File: src/rtl/wb_route_pkg.sv
// Shared types and register layout for the Wishbone route controller.
// Holds the FSM encoding, config/status bit positions and the readback formatter.
package wb_route_pkg;

    typedef enum logic [1:0] {
        IDLE  = 2'd0,
        LOCAL = 2'd1,
        WAIT  = 2'd2,
        DONE  = 2'd3
    } state_t;

    localparam int CFG_SEL_LSB    = 0;
    localparam int CFG_SEL_W      = 4;
    localparam int CFG_TOFLAG_BIT = 8;

    localparam logic [CFG_SEL_W-1:0] CFG_SEL_MAX = 4'd3;

    function automatic logic [31:0] cfg_readback(input logic toflag,
                                                 input logic [CFG_SEL_W-1:0] sel);
        logic [31:0] r;
        r = '0;
        r[CFG_SEL_LSB +: CFG_SEL_W] = sel;
        r[CFG_TOFLAG_BIT]           = toflag;
        return r;
    endfunction

endpackage

File: src/rtl/wb_route_timer.sv
// Clearable saturating up-counter; tc_o is high while the count equals TIMEOUT-1.
// Latency: count advances one per enabled cycle; no backpressure, clear dominates enable.
module wb_route_timer #(
    parameter int unsigned TIMEOUT = 255
) (
    input  logic clk_i,
    input  logic rst_i,
    input  logic clr_i,
    input  logic en_i,
    output logic tc_o
);

    localparam int CNT_W = $clog2(TIMEOUT + 1);
    localparam logic [CNT_W-1:0] TC_VAL  = CNT_W'(TIMEOUT - 1);
    localparam logic [CNT_W-1:0] MAX_VAL = CNT_W'(TIMEOUT);

    logic [CNT_W-1:0] cnt_q;
    logic [CNT_W-1:0] cnt_d;

    always_comb begin
        cnt_d = cnt_q;
        if (clr_i) begin
            cnt_d = '0;
        end else if (en_i && (cnt_q != MAX_VAL)) begin
            cnt_d = cnt_q + CNT_W'(1);
        end
    end

    always_ff @(posedge clk_i or posedge rst_i) begin
        if (rst_i) begin
            cnt_q <= '0;
        end else begin
            cnt_q <= cnt_d;
        end
    end

    assign tc_o = (cnt_q == TC_VAL);

endmodule

File: src/rtl/wb_route_ctrl.sv
// Wishbone front-end to bot_h_line: local config/status register, registered forwarding, ack timeout.
// Latency: local ack 1 cycle after sampling, forwarded ack 1 cycle after tile ack; one transaction in flight.
module wb_route_ctrl
    import wb_route_pkg::*;
#(
    parameter logic [31:0] CFG_ADDR  = 32'h3000_FFFC,
    parameter int unsigned TIMEOUT   = 255,
    parameter logic [31:0] TO_DATA   = 32'hDEAD_BEEF,
    parameter logic [3:0]  CFG_RESET = 4'd0
) (
    input  logic        wb_clk_i,
    input  logic        wb_rst_i,
    input  logic        wbs_stb_i,
    input  logic        wbs_cyc_i,
    input  logic        wbs_we_i,
    input  logic [3:0]  wbs_sel_i,
    input  logic [31:0] wbs_dat_i,
    input  logic [31:0] wbs_adr_i,
    output logic        wbs_ack_o,
    output logic [31:0] wbs_dat_o,
    output logic        m_stb_o,
    output logic        m_cyc_o,
    output logic        m_we_o,
    output logic [3:0]  m_sel_o,
    output logic [31:0] m_dat_o,
    output logic [31:0] m_adr_o,
    input  logic        m_ack_i,
    input  logic [31:0] m_dat_i,
    output logic [3:0]  configuration,
    output logic        timeout_flag
);

    state_t               state_q;
    logic                 ack_q;
    logic [31:0]          rdat_q;
    logic                 m_cyc_q;
    logic                 m_stb_q;
    logic                 m_we_q;
    logic [3:0]           m_sel_q;
    logic [31:0]          m_dat_q;
    logic [31:0]          m_adr_q;
    logic [CFG_SEL_W-1:0] cfg_q;
    logic                 toflag_q;

    logic req_vld;
    logic tmr_tc;
    logic cfg_wr_ok;

    assign req_vld   = wbs_cyc_i & wbs_stb_i;
    assign cfg_wr_ok = (wbs_dat_i[CFG_SEL_LSB +: CFG_SEL_W] <= CFG_SEL_MAX);

    wb_route_timer #(
        .TIMEOUT (TIMEOUT)
    ) u_timer (
        .clk_i (wb_clk_i),
        .rst_i (wb_rst_i),
        .clr_i (state_q != WAIT),
        .en_i  (state_q == WAIT),
        .tc_o  (tmr_tc)
    );

    always_ff @(posedge wb_clk_i or posedge wb_rst_i) begin
        if (wb_rst_i) begin
            state_q  <= IDLE;
            ack_q    <= 1'b0;
            rdat_q   <= '0;
            m_cyc_q  <= 1'b0;
            m_stb_q  <= 1'b0;
            m_we_q   <= 1'b0;
            m_sel_q  <= '0;
            m_dat_q  <= '0;
            m_adr_q  <= '0;
            cfg_q    <= CFG_RESET;
            toflag_q <= 1'b0;
        end else begin
            case (state_q)
                IDLE: begin
                    if (req_vld) begin
                        if (wbs_adr_i == CFG_ADDR) begin
                            // Register updates land on the same edge that raises ack.
                            ack_q  <= 1'b1;
                            rdat_q <= cfg_readback(toflag_q, cfg_q);
                            if (wbs_we_i && wbs_sel_i[0] && cfg_wr_ok) begin
                                cfg_q <= wbs_dat_i[CFG_SEL_LSB +: CFG_SEL_W];
                            end
                            if (wbs_we_i && wbs_sel_i[1] && wbs_dat_i[CFG_TOFLAG_BIT]) begin
                                toflag_q <= 1'b0;
                            end
                            state_q <= LOCAL;
                        end else begin
                            m_cyc_q <= 1'b1;
                            m_stb_q <= 1'b1;
                            m_we_q  <= wbs_we_i;
                            m_sel_q <= wbs_sel_i;
                            m_dat_q <= wbs_dat_i;
                            m_adr_q <= wbs_adr_i;
                            state_q <= WAIT;
                        end
                    end
                end
                LOCAL, DONE: begin
                    ack_q   <= 1'b0;
                    rdat_q  <= '0;
                    state_q <= IDLE;
                end
                WAIT: begin
                    if (!wbs_cyc_i || m_ack_i || tmr_tc) begin
                        m_cyc_q <= 1'b0;
                        m_stb_q <= 1'b0;
                        m_we_q  <= 1'b0;
                        m_sel_q <= '0;
                        m_dat_q <= '0;
                        m_adr_q <= '0;
                    end
                    // Upstream abort wins; otherwise a tile ack beats a same-cycle timeout.
                    if (!wbs_cyc_i) begin
                        state_q <= IDLE;
                    end else if (m_ack_i) begin
                        ack_q   <= 1'b1;
                        rdat_q  <= m_dat_i;
                        state_q <= DONE;
                    end else if (tmr_tc) begin
                        ack_q    <= 1'b1;
                        rdat_q   <= TO_DATA;
                        toflag_q <= 1'b1;
                        state_q  <= DONE;
                    end
                end
                default: state_q <= IDLE;
            endcase
        end
    end

    assign wbs_ack_o     = ack_q;
    assign wbs_dat_o     = rdat_q;
    assign m_cyc_o       = m_cyc_q;
    assign m_stb_o       = m_stb_q;
    assign m_we_o        = m_we_q;
    assign m_sel_o       = m_sel_q;
    assign m_dat_o       = m_dat_q;
    assign m_adr_o       = m_adr_q;
    assign configuration = cfg_q;
    assign timeout_flag  = toflag_q;

endmodule

File: config.mk
export PLATFORM = sky130hd
export DESIGN_NAME = wb_route_ctrl
export DESIGN_NICKNAME = d
export VERILOG_FILES = /design/src/rtl/wb_route_pkg.sv /design/src/rtl/wb_route_timer.sv /design/src/rtl/wb_route_ctrl.sv
export SDC_FILE = /design/constraint.sdc
export NUM_CORES = 1
export LEC_CHECK = 0
export ABC_AREA = 1
export CAP_MARGIN = 20
export CELL_PAD_IN_SITES_DETAIL_PLACEMENT = 1
export CELL_PAD_IN_SITES_GLOBAL_PLACEMENT = 1
export CORE_UTILIZATION = 32
export DETAILED_ROUTE_END_ITERATION = 16
export PLACE_DENSITY = 0.9
export SYNTH_ARGS = -nofsm -noshare
export SYNTH_HDL_FRONTEND = slang
export SYNTH_HIERARCHICAL = 1
export SYNTH_SLANG_ARGS = --single-unit
File: constraint.sdc
create_clock -name wb_clk_i -period 5.4 [get_ports wb_clk_i]
set_input_delay 1.62 -clock wb_clk_i [delete_from_list [all_inputs] [get_ports wb_clk_i]]
set_output_delay 1.62 -clock wb_clk_i [all_outputs]
set_load 0.02 [all_outputs]
==> results by group, run 1 <==
Pwr
  – Clk pwr share: 0.198
  – Sw frac: 0.436
  – Peak VDD IR: 0.000317 V
  – Pwr Total: 5.01 mW
  – Internal power: 2.83 mW
  – Flop pwr share: 0.288
  – Pwr dens: 588 nW/um^2
  – Sw Pwr: 2.18 mW
  – Combinational power share: 0.515
  – P_leak: 3.93 nW

Cells and area
  – Final Non-Filler Cells: 1136
  – Layout cells sized above 1: 0.121
  – Util after Layout: 0.491
  – P&R area growth vs syn: 48.9%
  – # nets final: 1006
  – Ant. Diodes: 0

Timing
  – Fin crit period: 3.73 ns
  – Worst-margin pin slew: 0.833 ns
  – RSZ-0062 raised after global routing: false
  – Rel. slew slack: 0.445
  – Final-report max-slew violation count: 0
  – Final Setup Violations: 0
  – Worst Slack Setup Final: 1.67 ns
  – Period utilization: 0.691
  – Highest clock rate: 0.268 GHz
  – Final Hold Fails: 0
  – Final TNS setup: 0 ns
  – Final Skew: 0.00946 ns

Placement
  – Setup WS pre-CTS: 1.21 ns
  – I/O Buffers: 214
  – Post-detail-place hpwl: 12.6 mm
  – GPL Wtd Cong: 0.802
  – Inst Count DP: 1103

Critical path
  – Buf/Inv on CP: 4
  – Reg2Reg Depth: 9
  – Crit-path slowest cell: clkdlybuf4s50_1
  – Startpoint Class: input port
  – Number of cells on the critical path: 10
  – CP max stage delay: 0.59 ns
  – Setup crit end kind: register
  – Crit path DAT: 4.05 ns
  – CP Class: in2reg
  – Crit-path cells: clkdlybuf4s50_1 > inv_2 > buf_4 > nand2_1 > o21ai_1 > nor2_2 > nand2_4 > buf_4 > nand2_1 > o21ai_0
  – Worst path top cell family by delay: buffers and inverters
  – Critical path data required time: 5.72 ns
  – Critical-path maximum fanout: 57

Global routing
  – Largest net degree at the start of global routing: 108
  – Vias in the first global route: 5656
  – Antenna violations before repair: 0
  – First-pass GRT wire length: 29.3 mm
  – Overflow after GRT: 0
  – GRT Total Usage: 0.205

Logic synthesis
  – Post-synthesis cell count: 697
  – Post-Syn Area per Cell: 8.21 sq um
  – EDFF count, synth: 0
  – Post-synth top flop: dfrtp_1
  – Synth warnings: 6
  – Synth Register Bits: 118
  – Asr flop ratio synth: 1.00
  – Seq/Total Area, Yosys: 0.516
  – Synth area leaders: dfrtp_1, nand2_1, o21ai_2, nor2_1, nand4_1
  – Yosys top cell area share: 0.516
  – Syn nets: 805
  – Post-Synthesis Cell Area: 5720 sq um
  – Synth area leader: dfrtp_1
  – Post-synth cell types: 26

Route
  – 1st-pass router iterations: 6
  – Met1 WL: 7.61 mm
  – Post-detailed-route count of antenna-violating nets: 0
  – 1st-iter DRT viols: 245
  – Drc violations: 0
  – Met3 wire length: 958 um
  – Post-Route WL: 18.3 mm
  – Via count: 5483
  – Via-to-Cell Ratio: 4.83
  – Wire per inst: 16.1 um
  – Metal2 WL: 9.14 mm
  – DR top layer: met4

CTS
  – CTS Buffer Depth: 2
  – PostCTS Resize Cnt: 0
  – Number of post-CTS setup repair buffers: 0
  – TritonCTS clock tree: built
  – TritonCTS Sinks: 118
  – Worst-path clk slew: 0.06 ns
  – Post-CTS Hold Fix Bufs: 0
  – Num CTS Buffers: 17
  – H-tree depth: 4
  – Skew-Pair Late Insertion Delay: 0.42 ns
  – CTS root buf: clkbuf_16

Die
  – Area of the die: 18400 sq um
  – Number of cell rows: 48
  – Die width: 136 um
  – Initial Util: 0.330
  – Core area: 17400 sq um
  – IO Pins: 215
  – Die Ht: 136 um

Run
  – Max-cap viol count: 0

Hold path
  – HP Class: reg2reg
  – Worst Hold Depth: 2

Run status
  – Outcome: completed
## cell usage in the layout (no fill, tap or decap), types with 5 or more instances in the layout
cell | netlist | routed
o21ai_1 | 8 | 8
clkbuf_16 | 0 | 17
clkdlybuf4s50_1 | 0 | 214
o21ai_2 | 50 | 50
nand2_2 | 6 | 5
nand3_1 | 12 | 12
o21ai_0 | 22 | 22
clkinv_2 | 0 | 6
inv_1 | 30 | 29
dfrtp_1 | 118 | 118
nand2_1 | 279 | 279
buf_4 | 2 | 8
nor2_1 | 72 | 72
nand4_1 | 37 | 37
inv_2 | 6 | 6
## final cells by class
class                           instances  area (sq um)
Clock buffer                           19           433
Timing Repair Buffer                  224          2250
Tap cell                              225           282
Sequential cell                       118          2950
Inverter                               37           146
Multi-Input combinational cell        500          2360
Clock inverter                         13          86.3
Fill cell                            2054          8840
## Yosys cell counts (8+ instances only)
library cell / n
o21ai_0: 22
nor2_1: 72
nand2_1: 279
nand4_1: 37
inv_1: 30
clkbuf_1: 18
o21ai_2: 50
o21ai_1: 8
dfrtp_1: 118
nand3_1: 12
buf_6: 12
## power groups by stage
stage	combinational, mW	sequential, mW	clock (mW)
after floorplan	1.22	1.81	0
after global placement	2.52	1.43	0
after detailed placement	2.59	1.45	0
after CTS	2.60	1.45	1.01
after global routing	2.81	1.48	1.06
final	2.58	1.44	0.990
## worst reg2reg max path, delay by kind of cell (launching register included)
family / cells / cell delay (ns)
buffers and inverters: 4 / 1.31
AOI/OAI and AO/OA: 1 / 0.13
and+or+nand+nor: 4 / 0.42
DFF: 1 / 0.47
## logic make-up after synthesis
logic type / after synthesis / synth area share
AOI/OAI and AO/OA: 82 / 0.105
and+or+nand+nor: 414 / 0.300
adders and majority gates: 2 / 0.00437
DFF: 118 / 0.516
buffers and inverters: 79 / 0.0711
xor gates and xnor gates: 2 / 0.00306
## stage by stage
step	area (sq um)	hold WS, ns
after global routing	8510	0.488
final	8510	0.470
after floorplan	5720	0.490
after global placement	7970	0.453
after detailed placement	7970	0.459
after CTS	8490	0.472
## final timing paths
check | startpoint | endpoint | slack (ns)
max | m_ack_i | m_adr_o[8]$_DFFE_PP0P_ | 1.67
min | wbs_dat_o[4]$_DFFE_PP0P_ | wbs_dat_o[4]$_DFFE_PP0P_ | 0.47
max reg2reg | state_q[0]$_DFFE_PP0P_ | wbs_dat_o[22]$_DFFE_PP0P_ | 2.96
min reg2reg | wbs_dat_o[4]$_DFFE_PP0P_ | wbs_dat_o[4]$_DFFE_PP0P_ | 0.47
max in group asynchronous | wb_rst_i | m_dat_o[30]$_DFFE_PP0P_ | 2.76
min in group asynchronous | wb_rst_i | u_timer/cnt_q[0]$_DFFE_PP0P_ | 1.56
## layer usage
| layer | global-route usage | vias up |
|---|---|---|
| met5 | 0 | - |
| met1 | 0.249 | 2675 |
| met3 | 0.0498 | 40 |
| met2 | 0.344 | 154 |
| li1 | - | 2614 |
| met4 | 0.0918 | 0 |
## sequential cells by signal, indices dropped and copies added (netlist names)
name           flops
wbs_dat_o         32
m_sel_o            4
m_dat_o           32
configuration      4
m_we_o             1
u_timer/cnt_q      8
timeout_flag       1
state_q            2
m_stb_o            1
wbs_ack_o          1
m_adr_o           32
Note: power is estimated with default switching activity, not from simulation.
==> run 2: changes to the inputs <==
==> constraint.sdc (replaced) <==
create_clock -name wb_clk_i -period 3.5 [get_ports wb_clk_i]
set_input_delay 1.05 -clock wb_clk_i [delete_from_list [all_inputs] [get_ports wb_clk_i]]
set_output_delay 1.05 -clock wb_clk_i [all_outputs]
set_load 0.02 [all_outputs]
==> run 2 against run 1 <==
- register-to-register slack worse by 1.8 ns
- die area unchanged
- routed wire length down 0.54%
- clock skew down 0.0011 ns
- worst hold slack about the same
- sequential cell count unchanged
- final area up 1.1%
- clock power up 82%
- combinational power up 54%
- largest cell class unchanged
==> results by group, run 2 (synthesis results as in run 1) <==
Cells and area
  – Multi-input gate area: 2360 sq um
  – Layout cells sized above 1: 0.119
  – Util after Layout: 0.496
  – P&R area growth vs syn: 50.5%
  – Final Non-Filler Cells: 1135
  – Commonest non-fill, non-tap cell in the layout: nand2_1
  – Fillers: 2055
  – Storage cell area: 2950 sq um
  – Post-route cell area: 8610 sq um
  – # nets final: 1005
  – Commonest non-fill, non-tap cells in the layout: nand2_1, clkdlybuf4s50_1, dfrtp_1

CTS
  – Num CTS Buffers: 17
  – H-tree depth: 4
  – PostCTS Resize Cnt: 0
  – TritonCTS clock tree: built
  – TritonCTS Sinks: 118
  – CTS root buf: clkbuf_16
  – Skew-Pair Late Insertion Delay: 0.41 ns
  – CTS Buffer Depth: 2
  – Worst-path clk slew: 0.05 ns
  – Post-CTS Hold Fix Bufs: 0
  – Number of post-CTS setup repair buffers: 0

Timing
  – Rel. slew slack: 0.549
  – Period utilization: 0.759
  – Fin crit period: 2.66 ns
  – Worst-margin pin slew: 0.676 ns
  – Final Hold Slack: 0.470 ns
  – RSZ-0062 raised after global routing: false
  – Final Skew: 0.00834 ns
  – Final TNS setup: 0 ns
  – Final Setup Violations: 0
  – Worst Slack Setup Final: 0.844 ns
  – Highest clock rate: 0.377 GHz
  – Final Hold Fails: 0
  – Final-report max-slew violation count: 0

Route
  – 1st-iter DRT viols: 212
  – Drc violations: 0
  – Post-Route WL: 18.2 mm
  – Via-to-Cell Ratio: 4.78
  – Via count: 5426
  – 1st-pass router iterations: 4
  – Wire per inst: 16.0 um
  – Post-detailed-route count of antenna-violating nets: 0

Global routing
  – GRT Total Usage: 0.206
  – Largest net degree at the start of global routing: 107
  – Antenna violations before repair: 1
  – Overflow after GRT: 0
  – Vias in the first global route: 5658
  – First-pass GRT wire length: 29.3 mm

Critical path
  – Buf/Inv on CP: 3
  – Startpoint Class: input port
  – R2r endpoint: u_timer/cnt_q[6]$_DFFE_PP0P_
  – Crit-path cells: clkdlybuf4s50_1 > inv_1 > nand2_1 > nor2_1 > nand2_1 > nor2_1 > nand3_1 > nand2_4 > buf_12 > o21ai_0
  – Number of cells on the critical path: 10
  – Critical path data required time: 3.77 ns
  – Setup crit end kind: register
  – Crit path DAT: 2.93 ns
  – Worst R2R Setup Slack: 1.14 ns
  – Reg2Reg Depth: 8
  – CP Class: in2reg
  – CP max stage delay: 0.45 ns
  – Reg-to-reg startpoint: state_q[0]$_DFFE_PP0P_
  – Worst setup path startpoint: wbs_adr_i[31]
  – End of the critical path: m_dat_o[30]$_DFFE_PP0P_
  – Crit-path slowest cell: clkdlybuf4s50_1
  – Worst path top cell family by delay: buffers and inverters
  – Critical-path maximum fanout: 84

Die
  – Number of cell rows: 48
  – IO Pins: 215
  – Die Ht: 136 um
  – Die width: 136 um
  – Initial Util: 0.330
  – Core area: 17400 sq um
  – Area of the die: 18400 sq um

Hold path
  – HP Class: reg2reg
  – Worst Hold Depth: 2

Pwr
  – Pwr dens: 927 nW/um^2
  – P_leak: 3.97 nW
  – Pwr Total: 7.97 mW
  – Peak VDD IR: 0.000486 V

Placement
  – GPL Wtd Cong: 0.772
  – Setup WS pre-CTS: 0.442 ns
  – Post-detail-place hpwl: 12.5 mm
  – Inst Count DP: 1103
  – Instance area at placement: 7990 sq um
  – I/O Buffers: 214

Run
  – Max-cap viol count: 0

Run status
  – Outcome: completed
[run 2: changes by cell type in the layout (fill, tap and decap cells not counted), moves of 2 or more]
cell / delta
bufinv_16: +3
clkinv_4: -2
buf_4: -2
clkbuf_8: +4
buf_12: +2
clkinvlp_4: -2
clkinv_2: -3
[run 2: layout make-up]
cell class                 instances  area share
sequential                       118       0.343
multi-input combinational        500       0.275
timing repair buffer             223       0.261
clock buffer                      23      0.0567
tap                              225      0.0327
inverter                          37      0.0172
clock inverter                     8      0.0141
antenna                            1    0.000291
[run 2: worst min path at each step]
stage / end / start
after floorplan: u_timer/cnt_q[7]$_DFFE_PP0P_ / u_timer/cnt_q[7]$_DFFE_PP0P_
after global placement: wbs_dat_o[5]$_DFFE_PP0P_ / wbs_dat_o[5]$_DFFE_PP0P_
after CTS: wbs_dat_o[26]$_DFFE_PP0P_ / wbs_dat_o[26]$_DFFE_PP0P_
final: wbs_dat_o[26]$_DFFE_PP0P_ / wbs_dat_o[26]$_DFFE_PP0P_
after detailed placement: wbs_dat_o[26]$_DFFE_PP0P_ / wbs_dat_o[26]$_DFFE_PP0P_
after global routing: wbs_dat_o[6]$_DFFE_PP0P_ / wbs_dat_o[6]$_DFFE_PP0P_
[run 2: worst min-delay path, stage by stage, from the launching register on]
cell and delay, ns:
dfrtp_1 0.33, nand2_1 0.06, nand2_1 0.05
[run 2: metal layers]
metal | global-route usage | share of wire
met5 | 0 | 0
met4 | 0.102 | 0.029
met3 | 0.0441 | 0.048
met2 | 0.353 | 0.50
met1 | 0.243 | 0.42
[run 2: report_power, final]
part	total, mW	internal, mW	switching, mW
registers	2.20	1.90	0.298
logic	3.98	1.56	2.42
clock network	1.80	1.19	0.608
